<file path="src/rtl/load_store_align_pkg.sv">
// Shared types and helpers for the load/store alignment stage.
package load_store_align_pkg;

    localparam int MAX_DATA_W = 64;
    localparam int MAX_BYTES  = MAX_DATA_W / 8;

    typedef enum logic [1:0] {
        SZ_BYTE  = 2'd0,
        SZ_HALF  = 2'd1,
        SZ_WORD  = 2'd2,
        SZ_DWORD = 2'd3
    } size_e;

    typedef struct packed {
        logic [MAX_DATA_W-1:0] data;
        logic [MAX_BYTES-1:0]  be;
        logic                  err;
    } rsp_t;

    function automatic logic [3:0] size_bytes(input logic [1:0] size);
        return 4'd1 << size;
    endfunction

endpackage

</file>
<file path="src/rtl/load_store_align_format.sv">
// Combinational lane select, extension, replication and error detect.
module lsa_format
    import load_store_align_pkg::*;
#(
    parameter int DATA_W = 32,
    parameter int BYTES  = DATA_W / 8,
    parameter int OFF_W  = $clog2(BYTES)
) (
    input  logic              req_store,
    input  logic [1:0]        req_size,
    input  logic              req_unsigned,
    input  logic [OFF_W-1:0]  req_off,
    input  logic [DATA_W-1:0] req_rdata,
    input  logic [DATA_W-1:0] req_wdata,
    output logic [DATA_W-1:0] fmt_data,
    output logic [BYTES-1:0]  fmt_be,
    output logic              fmt_err
);

    logic [3:0]        n_bytes;
    logic              illegal;
    logic              misaligned;
    logic [OFF_W+2:0]  sh_amt;
    logic [DATA_W-1:0] shifted;
    logic [DATA_W-1:0] ld_data;
    logic [DATA_W-1:0] st_data;
    logic [BYTES-1:0]  st_be;
    logic              sign_bit;
    int                fw;

    assign n_bytes    = size_bytes(req_size);
    assign illegal    = n_bytes > 4'(BYTES);
    assign misaligned = |(req_off & OFF_W'(n_bytes - 4'd1));
    assign sh_amt     = {req_off, 3'b000};
    assign shifted    = req_rdata >> sh_amt;

    always_comb begin
        fw       = DATA_W;
        sign_bit = shifted[DATA_W-1];
        st_data  = req_wdata;
        unique case (size_e'(req_size))
            SZ_BYTE: begin
                fw       = 8;
                sign_bit = shifted[7];
                st_data  = {BYTES{req_wdata[7:0]}};
            end
            SZ_HALF: begin
                fw       = 16;
                sign_bit = shifted[15];
                st_data  = {(BYTES/2){req_wdata[15:0]}};
            end
            SZ_WORD: begin
                fw       = 32;
                sign_bit = shifted[31];
                st_data  = {(BYTES/4){req_wdata[31:0]}};
            end
            SZ_DWORD: begin
                fw       = DATA_W;
                sign_bit = shifted[DATA_W-1];
                st_data  = req_wdata;
            end
        endcase
    end

    // Bits above the field take the sign bit only for signed loads.
    always_comb begin
        ld_data = shifted;
        for (int i = 0; i < DATA_W; i++) begin
            if (i >= fw) ld_data[i] = sign_bit & ~req_unsigned;
        end
    end

    always_comb begin
        st_be = '0;
        for (int i = 0; i < BYTES; i++) begin
            st_be[i] = (i >= int'(req_off)) &&
                       (i < int'(req_off) + int'(n_bytes));
        end
    end

    always_comb begin
        fmt_err  = illegal | misaligned;
        fmt_data = req_store ? st_data : ld_data;
        fmt_be   = req_store ? st_be : '0;
        if (fmt_err) begin
            fmt_data = '0;
            fmt_be   = '0;
        end
    end

endmodule

</file>
<file path="src/rtl/load_store_align.sv">
// Load/store alignment stage with a 2-entry response buffer
// and a saturating error counter.
module load_store_align
    import load_store_align_pkg::*;
#(
    parameter int DATA_W = 32,
    parameter int BYTES  = DATA_W / 8,
    parameter int OFF_W  = $clog2(BYTES),
    parameter int CNT_W  = 16
) (
    input  logic              clk,
    input  logic              rst_n,
    input  logic              req_valid,
    output logic              req_ready,
    input  logic              req_store,
    input  logic [1:0]        req_size,
    input  logic              req_unsigned,
    input  logic [OFF_W-1:0]  req_off,
    input  logic [DATA_W-1:0] req_rdata,
    input  logic [DATA_W-1:0] req_wdata,
    output logic              rsp_valid,
    input  logic              rsp_ready,
    output logic [DATA_W-1:0] rsp_data,
    output logic [BYTES-1:0]  rsp_be,
    output logic              rsp_err,
    output logic [CNT_W-1:0]  err_count
);

    logic [DATA_W-1:0] f_data;
    logic [BYTES-1:0]  f_be;
    logic              f_err;
    rsp_t              fmt;

    rsp_t              ent0_q, ent0_d;
    rsp_t              ent1_q, ent1_d;
    logic [1:0]        count_q, count_d;
    logic [CNT_W-1:0]  err_cnt_q, err_cnt_d;
    logic              push;
    logic              pop;

    lsa_format #(
        .DATA_W (DATA_W),
        .BYTES  (BYTES),
        .OFF_W  (OFF_W)
    ) u_format (
        .req_store    (req_store),
        .req_size     (req_size),
        .req_unsigned (req_unsigned),
        .req_off      (req_off),
        .req_rdata    (req_rdata),
        .req_wdata    (req_wdata),
        .fmt_data     (f_data),
        .fmt_be       (f_be),
        .fmt_err      (f_err)
    );

    always_comb begin
        fmt                   = '0;
        fmt.data[DATA_W-1:0]  = f_data;
        fmt.be[BYTES-1:0]     = f_be;
        fmt.err               = f_err;
    end

    assign req_ready = (count_q != 2'd2);
    assign rsp_valid = (count_q != 2'd0);
    assign push      = req_valid & req_ready;
    assign pop       = rsp_valid & rsp_ready;

    // Entry 0 is always the head; entry 1 shifts down on a pop.
    always_comb begin
        ent0_d  = ent0_q;
        ent1_d  = ent1_q;
        count_d = count_q;
        unique case (count_q)
            2'd0: begin
                if (push) begin
                    ent0_d  = fmt;
                    count_d = 2'd1;
                end
            end
            2'd1: begin
                if (push && pop) begin
                    ent0_d = fmt;
                end else if (push) begin
                    ent1_d  = fmt;
                    count_d = 2'd2;
                end else if (pop) begin
                    count_d = 2'd0;
                end
            end
            default: begin
                if (pop) begin
                    ent0_d  = ent1_q;
                    count_d = 2'd1;
                end
            end
        endcase
    end

    always_comb begin
        err_cnt_d = err_cnt_q;
        if (push && f_err && !(&err_cnt_q)) begin
            err_cnt_d = err_cnt_q + 1'b1;
        end
    end

    always_ff @(posedge clk or negedge rst_n) begin
        if (!rst_n) begin
            ent0_q    <= '0;
            ent1_q    <= '0;
            count_q   <= 2'd0;
            err_cnt_q <= '0;
        end else begin
            ent0_q    <= ent0_d;
            ent1_q    <= ent1_d;
            count_q   <= count_d;
            err_cnt_q <= err_cnt_d;
        end
    end

    assign rsp_data  = ent0_q.data[DATA_W-1:0];
    assign rsp_be    = ent0_q.be[BYTES-1:0];
    assign rsp_err   = ent0_q.err;
    assign err_count = err_cnt_q;

endmodule

</file>
<file path="config.mk">
export PLATFORM = sky130hd
export DESIGN_NAME = load_store_align
export DESIGN_NICKNAME = d
export VERILOG_FILES = /design/src/rtl/load_store_align_pkg.sv /design/src/rtl/load_store_align_format.sv /design/src/rtl/load_store_align.sv
export SDC_FILE = /design/constraint.sdc
export NUM_CORES = 1
export LEC_CHECK = 0
export ABC_AREA = 0
export CAP_MARGIN = 30
export CORE_MARGIN = 2
export CORE_UTILIZATION = 30
export DETAILED_ROUTE_END_ITERATION = 7
export REMOVE_ABC_BUFFERS = 1
export SLEW_MARGIN = 5
export SYNTH_ARGS = -nofsm -noshare
export SYNTH_HDL_FRONTEND = slang
export SYNTH_SLANG_ARGS = --single-unit
</file>
<file path="constraint.sdc">
create_clock -name clk -period 1.8 [get_ports clk]
set_clock_uncertainty 0.15 [all_clocks]
set_input_delay 0.18 -clock clk [delete_from_list [all_inputs] [get_ports clk]]
set_output_delay 0.18 -clock clk [all_outputs]
set_load 0.05 [all_outputs]
</file>
==> reports/metrics.yaml <==
final_layout:
  final_cell_mix: "buf_4 (143), dfrtp_1 (90), nor2_1 (67)"
  post-route-util: 0.463
  fillers: 1650
  nets: 849
  mostFrequentLayoutCell: "buf_4"
  drive_gt1_frac: 0.340
  antenna_cells: 0
  multi_input_area_um2: 3050
  regArea_um2: 2300
  area_growth_pct: 51.7
  fin_area_um2: 7950
  finalNonFillerCells: 1001
logic_synthesis:
  syn_area_um2: 5240
  synth_cell_types: 52
  yosysWarnings: 0
  synth_edf_count: 0
  synthFlopType: "dfrtp_1"
  async_flop_share: 1.00
  synth_compound_gate_area_share: 0.247
  synth_adder_area_share: 0.0110
  netlist_instances: 567
  syn_avg_cell_area_um2: 9.24
  ys_seq_area_frac: 0.439
  synth_seq_cells: 92
  synth_top_family_by_area: "compound AO/OA/AOI/OAI gates"
  synth_mux_area_frac: 0.0802
  synth-xor-area-share: 0.0234
  yosys.area_share.simple: 0.165
floorplan:
  row_count: 48
  die_w_um: 136
  initial_core_util: 0.305
  dieArea_um2: 18500
  core_area_um2: 17200
  io_pins: 129
  die_h_um: 136
worst_setup_path:
  start_kind: "flop"
  arrival_ns: 1.88
  rrSetupSlack_ns: -0.005
  crit_end: "err_count[1]"
  crit_path_max_fanout: 4
  rr_endpoint: "err_count[1]"
  worstSetupPathType: "flop to flop"
  cp-end-kind: "flop"
  cp-startpoint: "err_count[0]"
  r2r_start: "err_count[0]"
  r2r_cells: 5
  required_ns: 1.88
clock_network:
  htree_num_levels: 3
  cts.clk_slew.worst_paths_ns: 0.06
  clk_path_buf_depth: 2
  clock_sinks: 92
  cts_root_buffer: "clkbuf_16"
  cts_inserted_buffers: 9
  insertion_delay_ns: 0.34
  cts_tree: "done"
timing:
  fmax_ghz: 0.554
  setup_slack_ns: -0.00476
  fin_setup_tns_ns: -0.00476
  holdWs_ns: 0.107
  tightestPinTransition_ns: 0.607
  timing.slew.headroom: 0.591
  finalHoldViolations: 0
  drv_slew: 0
  setup_violations: 1
  period_needed_ns: 1.80
  rsz0062_at_grt: "yes"
  layout_worst_path_cycle_share: 1.00
power:
  total_power_mw: 8.70
  internal_power_mw: 5.19
  p_leak_nw: 3.47
  p_comb_frac: 0.435
  pwr-share-clk: 0.223
  power_switching_mw: 3.51
  switching_share: 0.404
  power_density_nw_per_um2: 1090
  ir_drop_mv: 0.710
  seqPwrFrac: 0.342
run:
  maxCapViolCount: 0
outcome:
  violations: "negative setup slack"
  outcome: "finished with violations"
route:
  vias_per_cell: 5.48
  avgRoutedWirePerCell_um: 19.4
  drt_pass1_iterations: 5
  drtIter0Drc: 415
  via_count: 5489
  drc: 0
  ant_nets: 0
  routed_wl_mm: 19.4
placed_design:
  pre_cts_slack_ns: -1.02
  placed_cell_area_um2: 7270
  port_buffers: 128
  hpwlAfterDp_mm: 14.5
  dp_cells: 976
  place_congestion: 0.891
global_route:
  antenna_found_initial: 0
  grt_start_max_net_pins: 56
  grt_pass1_vias: 5464
  track_usage: 0.210
  grt_pass1_wl_mm: 29.6
  overflow: 0
worst_hold_path:
  hp-class: "input pin to async pin"
## timing repair
| item | CTS | global route |
|---|---|---|
| setup buffers | 4 | 4 |
| gates resized for setup | 43 | 56 |
| endpoints found under the hold margin | 92 | 0 |
| pin swaps | 9 | 22 |
| endpoints found under the setup margin | 90 | 59 |
| hold buffers | 1 | 0 |
## logic make-up (layout without fill, tap and decap cells)
family,count (synthesis),in the layout
AO/OA/AOI/OAI,201,201
XOR/XNOR,14,14
adder cells (fa/ha/maj),4,4
buffers and inverters,42,251
flip-flops,92,92
multiplexers,38,38
AND/OR/NAND/NOR,176,176
## worst max-delay path: stages (launching register included)
cell     delay, ns
dfrtp_1       0.38
ha_1          0.24
nand2_2       0.11
nor3_2        0.08
a21oi_1       0.35
mux2_2        0.38
## state kept, by name (all words and copies together), names as in the netlist
register / count
count_q: 2
ent1_q: 37
err_count: 16
rsp_data: 32
rsp_be: 4
rsp_err: 1
## power groups by stage
stage	logic, mW	registers [mW]	clock network, mW
floorplan	1.03	4.01	0
global placement	3.54	2.98	0
detailed placement	3.60	2.99	0
CTS	3.67	2.96	1.99
global route	4.02	3.04	2.09
finish	3.78	2.97	1.94
## cell usage after synthesis, types with 2 or more instances
cell type,number,area [µm²]
dfrtp_1,92,2300
nor2_1,75,282
a21oi_1,67,335
nand2_1,39,146
o21ai_0,37,185
a221oi_1,24,210
clkbuf_1,22,82.6
mux2_2,22,248
mux2i_1,15,150
a22oi_1,12,90.1
a21o_1,11,82.6
buf_2,11,55.1
nor2b_1,11,68.8
o22ai_1,11,68.8
o31ai_1,10,75.1
xnor2_1,10,87.6
a211oi_1,8,60.1
a22o_1,8,70.1
nand3b_1,8,60.1
nand2b_1,7,43.8
inv_1,6,22.5
nand3_1,6,30.0
nand4_1,5,31.3
nor3_1,5,25.0
o21a_1,4,30.0
xor2_1,4,35.0
and3_1,3,18.8
ha_1,3,37.5
and4_1,2,17.5
buf_4,2,15.0
nor2_2,2,12.5
nor4_2,2,25.0
o211ai_1,2,15.0
o22a_1,2,17.5
or2_2,2,12.5
## layer usage
layer  wire, µm  vias to the layer above  share of wire  global-route usage
met5          0                        -              0                   0
met4        654                        0          0.034              0.0891
li1           -                     2499              -                   -
met1       8030                     2694           0.41               0.277
met3       1510                       47          0.078              0.0522
met2       9180                      249           0.47               0.327
## cell type report
type / count / area share
well taps: 225 / 0.0354
clock inverters: 5 / 0.00630
repair buffers: 229 / 0.250
clock buffers: 11 / 0.0318
inverters: 6 / 0.00283
multi-input cells: 433 / 0.384
flip-flops and latches: 92 / 0.290
## how the worst min path moves through the flow
| stage | start | end | slack (ns) | depth (start not counted) |
|---|---|---|---|---|
| 4_1_cts | rst_n | rsp_be[0] | 0.10 | 2 |
| 3_3_place_gp | rst_n | err_count[5] | -0.08 | 1 |
| 3_5_place_dp | rst_n | err_count[5] | -0.07 | 1 |
| 6_report | rst_n | err_count[4] | 0.11 | 2 |
| 2_1_floorplan | rst_n | count_q[0] | -0.27 | 0 |
| 5_1_grt | rst_n | rsp_be[0] | 0.12 | 2 |
Power figures use the tool's default switching activity.
